<file path="config.mk">
export PLATFORM = sky130hd
export DESIGN_NAME = mem_port_arbiter_flat
export DESIGN_NICKNAME = d
export VERILOG_FILES = /design/src/rtl/mem_port_arbiter_if.sv /design/src/rtl/mem_port_arbiter.sv /design/src/flat_wrapper.sv
export SDC_FILE = /design/constraint.sdc
export NUM_CORES = 1
export LEC_CHECK = 0
export CORE_ASPECT_RATIO = 0.6
export CORE_MARGIN = 2
export CORE_UTILIZATION = 44
export DETAILED_ROUTE_END_ITERATION = 6
export PLACE_DENSITY_LB_ADDON = 0.05
export SYNTH_ARGS = -nofsm -noshare
export SYNTH_HDL_FRONTEND = slang
export SYNTH_SLANG_ARGS = --single-unit
export TNS_END_PERCENT = 10
</file>
<file path="constraint.sdc">
create_clock -name clk -period 2.61 [get_ports clk]
set_input_delay 0.3915 -clock clk [delete_from_list [all_inputs] [get_ports clk]]
set_output_delay 0.3915 -clock clk [all_outputs]
set_load 0.05 [all_outputs]
</file>
<file path="src/rtl/mem_port_arbiter_if.sv">
`timescale 1ns/1ps
// mem_port_arbiter_if
//   Bundles the three buses around the shared memory port arbiter:
//   fetch request port (if_*), data request port (dm_*), pipeline stall
//   outputs, and the single-port memory (mem_*).
//   modport slave  : the arbiter itself
//   modport master : the environment (pipeline requesters + memory)
// Parameters: ADDR_W address width, DATA_W data width.
interface mem_port_arbiter_if #(
  parameter int ADDR_W = 16,
  parameter int DATA_W = 16
);
  logic              if_req;
  logic [ADDR_W-1:0] if_addr;
  logic [DATA_W-1:0] if_rdata;
  logic              if_ready;
  logic              dm_re;
  logic              dm_we;
  logic [ADDR_W-1:0] dm_addr;
  logic [DATA_W-1:0] dm_wdata;
  logic [DATA_W-1:0] dm_rdata;
  logic              dm_ready;
  logic              stall_if;
  logic              stall_dm;
  logic              mem_en;
  logic              mem_we;
  logic [ADDR_W-1:0] mem_addr;
  logic [DATA_W-1:0] mem_wdata;
  logic [DATA_W-1:0] mem_rdata;

  modport slave (
    input  if_req, if_addr, dm_re, dm_we, dm_addr, dm_wdata, mem_rdata,
    output if_rdata, if_ready, dm_rdata, dm_ready, stall_if, stall_dm,
           mem_en, mem_we, mem_addr, mem_wdata
  );

  modport master (
    output if_req, if_addr, dm_re, dm_we, dm_addr, dm_wdata, mem_rdata,
    input  if_rdata, if_ready, dm_rdata, dm_ready, stall_if, stall_dm,
           mem_en, mem_we, mem_addr, mem_wdata
  );
endinterface

</file>
<file path="src/rtl/mem_port_arbiter.sv">
`timescale 1ns/1ps
// mem_port_arbiter
//   Shares one single-port, fixed-latency memory between instruction fetch
//   and the MEM stage (loads, stores, call push, return pop). Each access
//   runs IDLE -> ISSUE -> WAIT (reads only) -> DONE -> IDLE. The data port
//   has priority; after STARVE_MAX consecutive data grants with a fetch
//   pending, the fetch is forced through.
// Ports:
//   clk, rst : clock (rising edge), asynchronous active-high reset
//   bus      : mem_port_arbiter_if.slave
//              if_req/if_addr -> if_rdata/if_ready   fetch port
//              dm_re/dm_we/dm_addr/dm_wdata -> dm_rdata/dm_ready  data port
//              stall_if/stall_dm                      combinational stalls
//              mem_en/mem_we/mem_addr/mem_wdata <- mem_rdata  memory port
// Parameters: ADDR_W, DATA_W, MEM_LAT (1..7), STARVE_MAX
// Option macro ARB_IFBUF_EN: one-entry fetch buffer (valid, tag, data);
//   a buffer hit completes the fetch without touching memory.
module mem_port_arbiter #(
  parameter int ADDR_W     = 16,
  parameter int DATA_W     = 16,
  parameter int MEM_LAT    = 2,
  parameter int STARVE_MAX = 4
) (
  input  logic              clk,
  input  logic              rst,
  mem_port_arbiter_if.slave bus
);
  localparam int              SC_W       = $clog2(STARVE_MAX + 1);
  localparam logic [2:0]      LAT_INIT   = 3'(MEM_LAT - 1);
  localparam logic [SC_W-1:0] STARVE_LIM = SC_W'(STARVE_MAX);

  typedef enum logic [1:0] {IDLE, ISSUE, WAIT, DONE} state_t;

  state_t            state;
  logic              gnt_if;
  logic              gnt_wr;
  logic [2:0]        lat_cnt;
  logic [SC_W-1:0]   starve_cnt;
  logic              mem_en_q;
  logic              mem_we_q;
  logic [ADDR_W-1:0] mem_addr_q;
  logic [DATA_W-1:0] mem_wdata_q;
  logic [DATA_W-1:0] if_rdata_q;
  logic [DATA_W-1:0] dm_rdata_q;
  logic              if_ready_q;
  logic              dm_ready_q;
  logic              dm_req;
  logic              pick_if;
  logic              buf_hit;
  logic [DATA_W-1:0] buf_rdata;

  function automatic logic [SC_W-1:0] starve_inc(input logic [SC_W-1:0] c);
    return (c == STARVE_LIM) ? c : c + SC_W'(1);
  endfunction

  // Both dm_re and dm_we high is a write; fetch wins only when data is
  // idle or the starvation limit has been reached.
  assign dm_req  = bus.dm_re | bus.dm_we;
  assign pick_if = bus.if_req & (~dm_req | (starve_cnt == STARVE_LIM));

`ifdef ARB_IFBUF_EN
  logic              buf_vld;
  logic [ADDR_W-1:0] buf_tag;
  logic [DATA_W-1:0] buf_data;

  assign buf_hit   = buf_vld && (bus.if_addr == buf_tag);
  assign buf_rdata = buf_data;

  // Stores to the cached address invalidate in their ISSUE cycle; every
  // fetch that completes through memory refills the entry.
  always_ff @(posedge clk or posedge rst) begin
    if (rst) begin
      buf_vld  <= 1'b0;
      buf_tag  <= '0;
      buf_data <= '0;
    end else if (state == ISSUE && gnt_wr && mem_addr_q == buf_tag) begin
      buf_vld <= 1'b0;
    end else if (state == WAIT && lat_cnt == '0 && gnt_if) begin
      buf_vld  <= 1'b1;
      buf_tag  <= mem_addr_q;
      buf_data <= bus.mem_rdata;
    end
  end
`else
  assign buf_hit   = 1'b0;
  assign buf_rdata = '0;
`endif

  always_ff @(posedge clk or posedge rst) begin
    if (rst) begin
      state       <= IDLE;
      gnt_if      <= 1'b0;
      gnt_wr      <= 1'b0;
      lat_cnt     <= '0;
      starve_cnt  <= '0;
      mem_en_q    <= 1'b0;
      mem_we_q    <= 1'b0;
      mem_addr_q  <= '0;
      mem_wdata_q <= '0;
      if_rdata_q  <= '0;
      dm_rdata_q  <= '0;
      if_ready_q  <= 1'b0;
      dm_ready_q  <= 1'b0;
    end else begin
      if (!bus.if_req) starve_cnt <= '0;
      case (state)
        // Arbitrate and latch the winning request
        IDLE: begin
          if (pick_if || dm_req) begin
            gnt_if     <= pick_if;
            gnt_wr     <= !pick_if && bus.dm_we;
            starve_cnt <= (!pick_if && bus.if_req) ? starve_inc(starve_cnt) : '0;
            if (pick_if && buf_hit) begin
              if_rdata_q <= buf_rdata;
              if_ready_q <= 1'b1;
              state      <= DONE;
            end else begin
              mem_en_q   <= 1'b1;
              mem_we_q   <= !pick_if && bus.dm_we;
              mem_addr_q <= pick_if ? bus.if_addr : bus.dm_addr;
              if (!pick_if && bus.dm_we) mem_wdata_q <= bus.dm_wdata;
              state      <= ISSUE;
            end
          end
        end
        // Memory strobe cycle; writes finish here
        ISSUE: begin
          mem_en_q <= 1'b0;
          mem_we_q <= 1'b0;
          if (gnt_wr) begin
            dm_ready_q <= 1'b1;
            state      <= DONE;
          end else begin
            lat_cnt <= LAT_INIT;
            state   <= WAIT;
          end
        end
        // Count down memory latency, capture read data on the last cycle
        WAIT: begin
          if (lat_cnt == '0) begin
            if (gnt_if) begin
              if_rdata_q <= bus.mem_rdata;
              if_ready_q <= 1'b1;
            end else begin
              dm_rdata_q <= bus.mem_rdata;
              dm_ready_q <= 1'b1;
            end
            state <= DONE;
          end else begin
            lat_cnt <= lat_cnt - 3'd1;
          end
        end
        // One-cycle ready pulse
        default: begin
          if_ready_q <= 1'b0;
          dm_ready_q <= 1'b0;
          state      <= IDLE;
        end
      endcase
    end
  end

  assign bus.mem_en    = mem_en_q;
  assign bus.mem_we    = mem_we_q;
  assign bus.mem_addr  = mem_addr_q;
  assign bus.mem_wdata = mem_wdata_q;
  assign bus.if_rdata  = if_rdata_q;
  assign bus.if_ready  = if_ready_q;
  assign bus.dm_rdata  = dm_rdata_q;
  assign bus.dm_ready  = dm_ready_q;
  assign bus.stall_if  = bus.if_req & ~if_ready_q;
  assign bus.stall_dm  = dm_req & ~dm_ready_q;
endmodule

</file>
<file path="src/flat_wrapper.sv">
// flat-port wrapper written by rule: the top's interface ports become plain ports
module mem_port_arbiter_flat 
#(
  parameter int ADDR_W     = 16,
  parameter int DATA_W     = 16,
  parameter int MEM_LAT    = 2,
  parameter int STARVE_MAX = 4
)
  (clk, rst, bus_if_req, bus_if_addr, bus_dm_re, bus_dm_we, bus_dm_addr, bus_dm_wdata, bus_mem_rdata, bus_if_rdata, bus_if_ready, bus_dm_rdata, bus_dm_ready, bus_stall_if, bus_stall_dm, bus_mem_en, bus_mem_we, bus_mem_addr, bus_mem_wdata);
  mem_port_arbiter_if #(.ADDR_W(ADDR_W), .DATA_W(DATA_W)) bus_i ();
  input  logic clk;
  input  logic rst;
  input wire logic [$bits(bus_i.if_req)-1:0] bus_if_req;
  input wire logic [$bits(bus_i.if_addr)-1:0] bus_if_addr;
  input wire logic [$bits(bus_i.dm_re)-1:0] bus_dm_re;
  input wire logic [$bits(bus_i.dm_we)-1:0] bus_dm_we;
  input wire logic [$bits(bus_i.dm_addr)-1:0] bus_dm_addr;
  input wire logic [$bits(bus_i.dm_wdata)-1:0] bus_dm_wdata;
  input wire logic [$bits(bus_i.mem_rdata)-1:0] bus_mem_rdata;
  output wire logic [$bits(bus_i.if_rdata)-1:0] bus_if_rdata;
  output wire logic [$bits(bus_i.if_ready)-1:0] bus_if_ready;
  output wire logic [$bits(bus_i.dm_rdata)-1:0] bus_dm_rdata;
  output wire logic [$bits(bus_i.dm_ready)-1:0] bus_dm_ready;
  output wire logic [$bits(bus_i.stall_if)-1:0] bus_stall_if;
  output wire logic [$bits(bus_i.stall_dm)-1:0] bus_stall_dm;
  output wire logic [$bits(bus_i.mem_en)-1:0] bus_mem_en;
  output wire logic [$bits(bus_i.mem_we)-1:0] bus_mem_we;
  output wire logic [$bits(bus_i.mem_addr)-1:0] bus_mem_addr;
  output wire logic [$bits(bus_i.mem_wdata)-1:0] bus_mem_wdata;
  assign bus_i.if_req = bus_if_req;
  assign bus_i.if_addr = bus_if_addr;
  assign bus_i.dm_re = bus_dm_re;
  assign bus_i.dm_we = bus_dm_we;
  assign bus_i.dm_addr = bus_dm_addr;
  assign bus_i.dm_wdata = bus_dm_wdata;
  assign bus_i.mem_rdata = bus_mem_rdata;
  assign bus_if_rdata = bus_i.if_rdata;
  assign bus_if_ready = bus_i.if_ready;
  assign bus_dm_rdata = bus_i.dm_rdata;
  assign bus_dm_ready = bus_i.dm_ready;
  assign bus_stall_if = bus_i.stall_if;
  assign bus_stall_dm = bus_i.stall_dm;
  assign bus_mem_en = bus_i.mem_en;
  assign bus_mem_we = bus_i.mem_we;
  assign bus_mem_addr = bus_i.mem_addr;
  assign bus_mem_wdata = bus_i.mem_wdata;
  mem_port_arbiter #(.ADDR_W(ADDR_W), .DATA_W(DATA_W), .MEM_LAT(MEM_LAT), .STARVE_MAX(STARVE_MAX)) u_core (.clk(clk), .rst(rst), .bus(bus_i));
endmodule
</file>
After elaboration in Yosys (flattened, before gate mapping)

Cells that the tools add are included.

Reductions and logical operators: 18
Add/subtract/negate cells: 2
Eq/ne operators: 11
Bitwise gates (word level): 11
Muxes and demuxes: 24

Operators with widths:

| operator                                                                | number |
|---|---|
| 3-bit two-way mux                                                       | 7 |
| 16-bit two-way mux                                                      | 1 |
| 3-bit AND reduction                                                     | 5 |
| 1-bit two-way mux                                                       | 8 |
| 2-bit by 1-bit inequality test with 1-bit output, second input constant | 4 |
| 2-bit inequality test, second input constant                            | 3 |
| 1-bit inverter                                                          | 6 |
| 1-bit case mux with 2 select lines                                      | 3 |
| 2-bit case mux with 3 select lines                                      | 1 |
| 3-bit case mux with 2 select lines                                      | 1 |
| 2-bit AND reduction                                                     | 3 |
| 2-bit two-way mux                                                       | 2 |
| 4-bit inequality test, second input constant                            | 1 |
| 4-bit AND reduction                                                     | 1 |
| 2-bit nonzero test                                                      | 2 |
| 3-bit by 1-bit adder with 3-bit output, second input constant           | 1 |
| 1-bit bitwise AND                                                       | 3 |
| 3-bit equality test, second input constant                              | 1 |
| 3-bit zero test                                                         | 1 |
| 1-bit case mux with 3 select lines                                      | 1 |
| 3-bit by 1-bit subtractor with 3-bit output, second input constant      | 1 |
| 2-bit by 1-bit equality test with 1-bit output, second input constant   | 1 |
| 2-bit equality test, second input constant                              | 1 |
| 1-bit logical AND                                                       | 2 |
| other kinds (5)                                                         | 6 |

Word-level logic and storage cells: 79
Bits of input ports: 69
Register bits after elaboration: 78
Output and inout port bits: 70

Logic depth before layout (Yosys ltp)

Depth in word-level cells: 9
Mapped depth: 8
Gate-level depth less buffers: 5

Least setup slack after synthesis

OpenSTA, ideal clock, no wires.

Kind: input to output
From: input bus_if_req
To: output bus_stall_if
Slack: 0.741 ns
Stages on the path: 4
Arrival: 1.478 ns
Required time: 2.219 ns
Path buffers: 2
Cell sequence: buf_4 > inv_1 > clkbuf_1 > nor2_1

Word-level cells in the longest chain between the ends: 1

RTL lines:

| item              | RTL line                | source |
|---|---|---|
| start, declared   | flat_wrapper.sv:13      | `input wire logic [$bits(bus_i.if_req)-1:0] bus_if_req;` |
| 1-bit bitwise AND | mem_port_arbiter.sv:171 | `assign bus.stall_if = bus.if_req & ~if_ready_q;` |
| end, declared     | flat_wrapper.sv:24      | `output wire logic [$bits(bus_i.stall_if)-1:0] bus_stall_if;` |

Every way passes these cells.

Worst setup path in the final report

Ends and elaborated chain as after synthesis.

==> results.py <==
metrics = {
    "clock_network": {
        "postCtsHoldBufs": 0,
        "htreeDepth": 3,
        "cts_tree": "done",
        "cts_sinks": 78,
        "cts_setup_buffers": 0,
        "clockRootBuffer": "clkbuf_16",
        "clkTransAtPathRegs_ns": 0.05,
        "clk_latency_ns": 0.33,
        "cts-buffers-inserted": 9,
        "cts_resized": 0,
        "cts_max_path_buffers": 2,
    },
    "sta": {
        "finalCritPeriodShare_pct": 83.1,
        "rsz0062_at_grt": "false",
        "fin_tns_setup_ns": 0,
        "finalMaxSlewViolations": 0,
        "fin_crit_ns": 2.17,
        "tightest_slew_ns": 0.728,
        "hold_viol_final": 0,
        "max_freq_mhz": 461,
        "slew-limit-headroom_pct": 51.5,
        "finClkSkew_ns": 0.00290,
        "setup_viol": 0,
    },
    "synthesis": {
        "synth_area_mm2": 0.00355,
        "yosysWarnings": 0,
        "synth_seq_cells": 78,
        "seq_area_frac_synth_pct": 54.9,
        "syn-num-nets": 355,
        "netlist.area_leader.share_pct": 54.9,
        "synth_top_flop_cell": "dfrtp_1",
        "synth_top_cell_by_area": "dfrtp_1",
        "synthDistinctLibCells": 41,
        "synthTopCellsByArea": "dfrtp_1 (55%), mux2_2 (12%), mux2_4 (5.1%)",
        "postSynthCellCount": 278,
        "syn-mean-instance-area_um2": 12.8,
        "synth-edff-count": 0,
        "synthArstFlopShare_pct": 100,
    },
    "worst_setup_path": {
        "worstPathArrival_ns": 1.78,
        "cp_cell_sequence": "clkdlybuf4s50_1, inv_1, nor2_1, buf_12",
        "worstSetupStartpointType": "input pin",
        "end_kind": "output pin",
        "cp_max_fo": 17,
        "worstSetupPathType": "input pin to output pin",
        "critPathMaxStageDelay_ns": 0.65,
        "crit_required_ns": 2.22,
        "crit_slowest_cell": "clkdlybuf4s50_1",
    },
    "power_and_ir_drop": {
        "combPwrFrac_pct": 57.7,
        "switching_share_pct": 45.8,
        "max-vdd-ir-drop_mv": 0.903,
        "clockPowerShare_pct": 15.1,
        "p_sw_mw": 3.64,
        "power_frac_seq_pct": 27.2,
        "power_density_mw_per_mm2": 1500,
        "power_leakage_nw": 2.23,
        "internal-power_mw": 4.31,
    },
    "floorplan": {
        "core_area_mm2": 0.00785,
        "die_h_um": 73.6,
        "die_w_um": 120,
        "dieArea_mm2": 0.00883,
        "rows": 25,
        "start_util_pct": 45.2,
        "ios": 139,
    },
    "drt": {
        "avgViaCountPerCell": 5.15,
        "vias": 2728,
        "drc": 0,
        "drt_first_pass_iters": 4,
        "ant_nets": 0,
        "drtIter0Drc": 211,
        "wl_per_cell_um": 15.9,
        "wirelength_um": 8430,
    },
    "finish": {
        "syn2layout_area_growth_pct": 49.6,
        "fillCellCount": 605,
        "utilization_pct": 67.7,
        "layout.nets": 496,
        "drive_gt1_share_pct": 20.1,
        "diodes": 0,
    },
    "flow_run": {
        "maxCapViolations": 0,
    },
    "grt": {
        "antenna_found_initial": 0,
        "grt_pass1_vias": 2609,
        "grt_pass1_wl_um": 13500,
        "grt-ovfl-total": 0,
        "grt.total_usage_pct": 20.0,
        "grt_max_degree": 39,
    },
    "placement": {
        "portBuffers": 138,
        "dp_hpwl_um": 6070,
        "finalWeightedCongestion": 0.832,
    },
    "worst_hold_path": {
        "hold_path_class": "input pin to async pin",
    },
    "status": {
        "status": "finished clean",
    },
}
[final cells by class]
class / instances / area (µm²) / share of cell area, %
inverter: 13 / 50.0 / 0.942
sequential: 78 / 1950 / 36.7
timing repair buffer: 145 / 1450 / 27.4
tap: 108 / 135 / 2.54
multi-input combinational: 172 / 1430 / 26.9
clock buffer: 14 / 294 / 5.53
[state kept, by name, summed over array words and instances, names as in the netlist, 2 cells and up]
register / flops
u_core.bus.dm_rdata: 16
u_core.bus.if_rdata: 16
u_core.bus.mem_addr: 16
u_core.bus.mem_wdata: 16
u_core.lat_cnt: 3
u_core.starve_cnt: 3
u_core.state: 2
[critical path, delay by kind of cell]
| kind | cells | cell delay, ns |
|---|---|---|
| buffers and inverters | 3 | 1.12 |
| AND/OR/NAND/NOR | 1 | 0.27 |
[cells in the final DEF, fill, tap and decap left out, types with 2 or more instances in the layout]
cell type        netlist  routed
nor2_1                20      20
or3_1                  2       2
inv_1                 13      12
mux2_2                39      39
clkbuf_8               0       5
a22o_1                 2       2
a21oi_1               21      21
buf_12                 0       2
dfrtp_1               78      78
clkbuf_16              0       9
nand2_1                6       6
nor3b_1                2       2
a31oi_1               19      19
ha_1                   8       8
buf_4                  3       7
mux2_4                12      12
o21ai_0               19      19
clkdlybuf4s50_1        0     136
[power by group through the flow]
stage | registers (mW) | clock network (mW) | logic, mW
3_3_place_gp | 2.16 | 0 | 4.56
2_1_floorplan | 3.98 | 0 | 1.34
5_1_grt | 2.24 | 1.28 | 4.84
3_5_place_dp | 2.18 | 0 | 4.61
6_report | 2.16 | 1.20 | 4.59
4_1_cts | 2.17 | 1.23 | 4.62
[kinds of logic after synthesis]
family / after synthesis / synth area share, %
AOI/OAI and AO/OA: 73 / 13.1
adders and majority gates: 8 / 2.82
buffers and inverters: 28 / 4.79
DFF: 78 / 54.9
muxes: 51 / 17.4
and+or+nand+nor: 40 / 6.90
[per-layer routing]
layer	vias up	share of wire [%]	global-route usage (%)
met3	7	9.3	7.22
met1	1320	47	28.8
met5	-	0	0
met2	122	42	28.2
li1	1279	-	-
met4	0	0.88	6.27
[final timing paths]
| path | endpoint | slack [ns] | startpoint | depth (start not counted) |
|---|---|---|---|---|
| worst max-delay path | bus_stall_if | 0.44 | bus_if_req | 4 |
| min in group clk | u_core.lat_cnt[0]$_DFFE_PP0P_ | 0.49 | u_core.lat_cnt[0]$_DFFE_PP0P_ | 1 |
| worst min-delay path | u_core.bus.mem_wdata[13]$_DFFE_PP0P_ | 0.48 | rst | 2 |
| worst max register to register | u_core.bus.mem_wdata[9]$_DFFE_PP0P_ | 0.61 | u_core.state[1]$_DFFE_PP0P_ | 5 |
| worst min register to register | u_core.lat_cnt[0]$_DFFE_PP0P_ | 0.49 | u_core.lat_cnt[0]$_DFFE_PP0P_ | 1 |
| max in group asynchronous | u_core.bus.mem_addr[3]$_DFFE_PP0P_ | 1.52 | rst | 3 |
[synthesized netlist by cell type, types with 2 or more instances]
| library cell | number |
|---|---|
| clkbuf_1 | 2 |
| buf_4 | 3 |
| o21ai_0 | 19 |
| a22o_1 | 2 |
| nor3b_1 | 2 |
| ha_1 | 8 |
| a21oi_1 | 21 |
| dfrtp_1 | 78 |
| or3_1 | 2 |
| a31oi_1 | 19 |
| mux2_2 | 39 |
| nand2_1 | 6 |
| inv_1 | 13 |
| buf_2 | 3 |
| nor2_1 | 20 |
| buf_6 | 5 |
| mux2_4 | 12 |
[metrics by stage]
step           hold slack [ns]  total power, mW  std cells  setup WS [ns]  instance area (µm²)
5_1_grt                  0.515             8.36        530          0.334                 5320
3_3_place_gp             0.463             6.71        516          0.419                 5020
6_report                 0.475             7.95        530          0.440                 5320
2_1_floorplan            0.441             5.32        278          0.223                 3550
3_5_place_dp             0.484             6.78        516          0.401                 5020
4_1_cts                  0.489             8.02        530          0.465                 5320
Note: power is estimated with default switching activity, not from simulation.
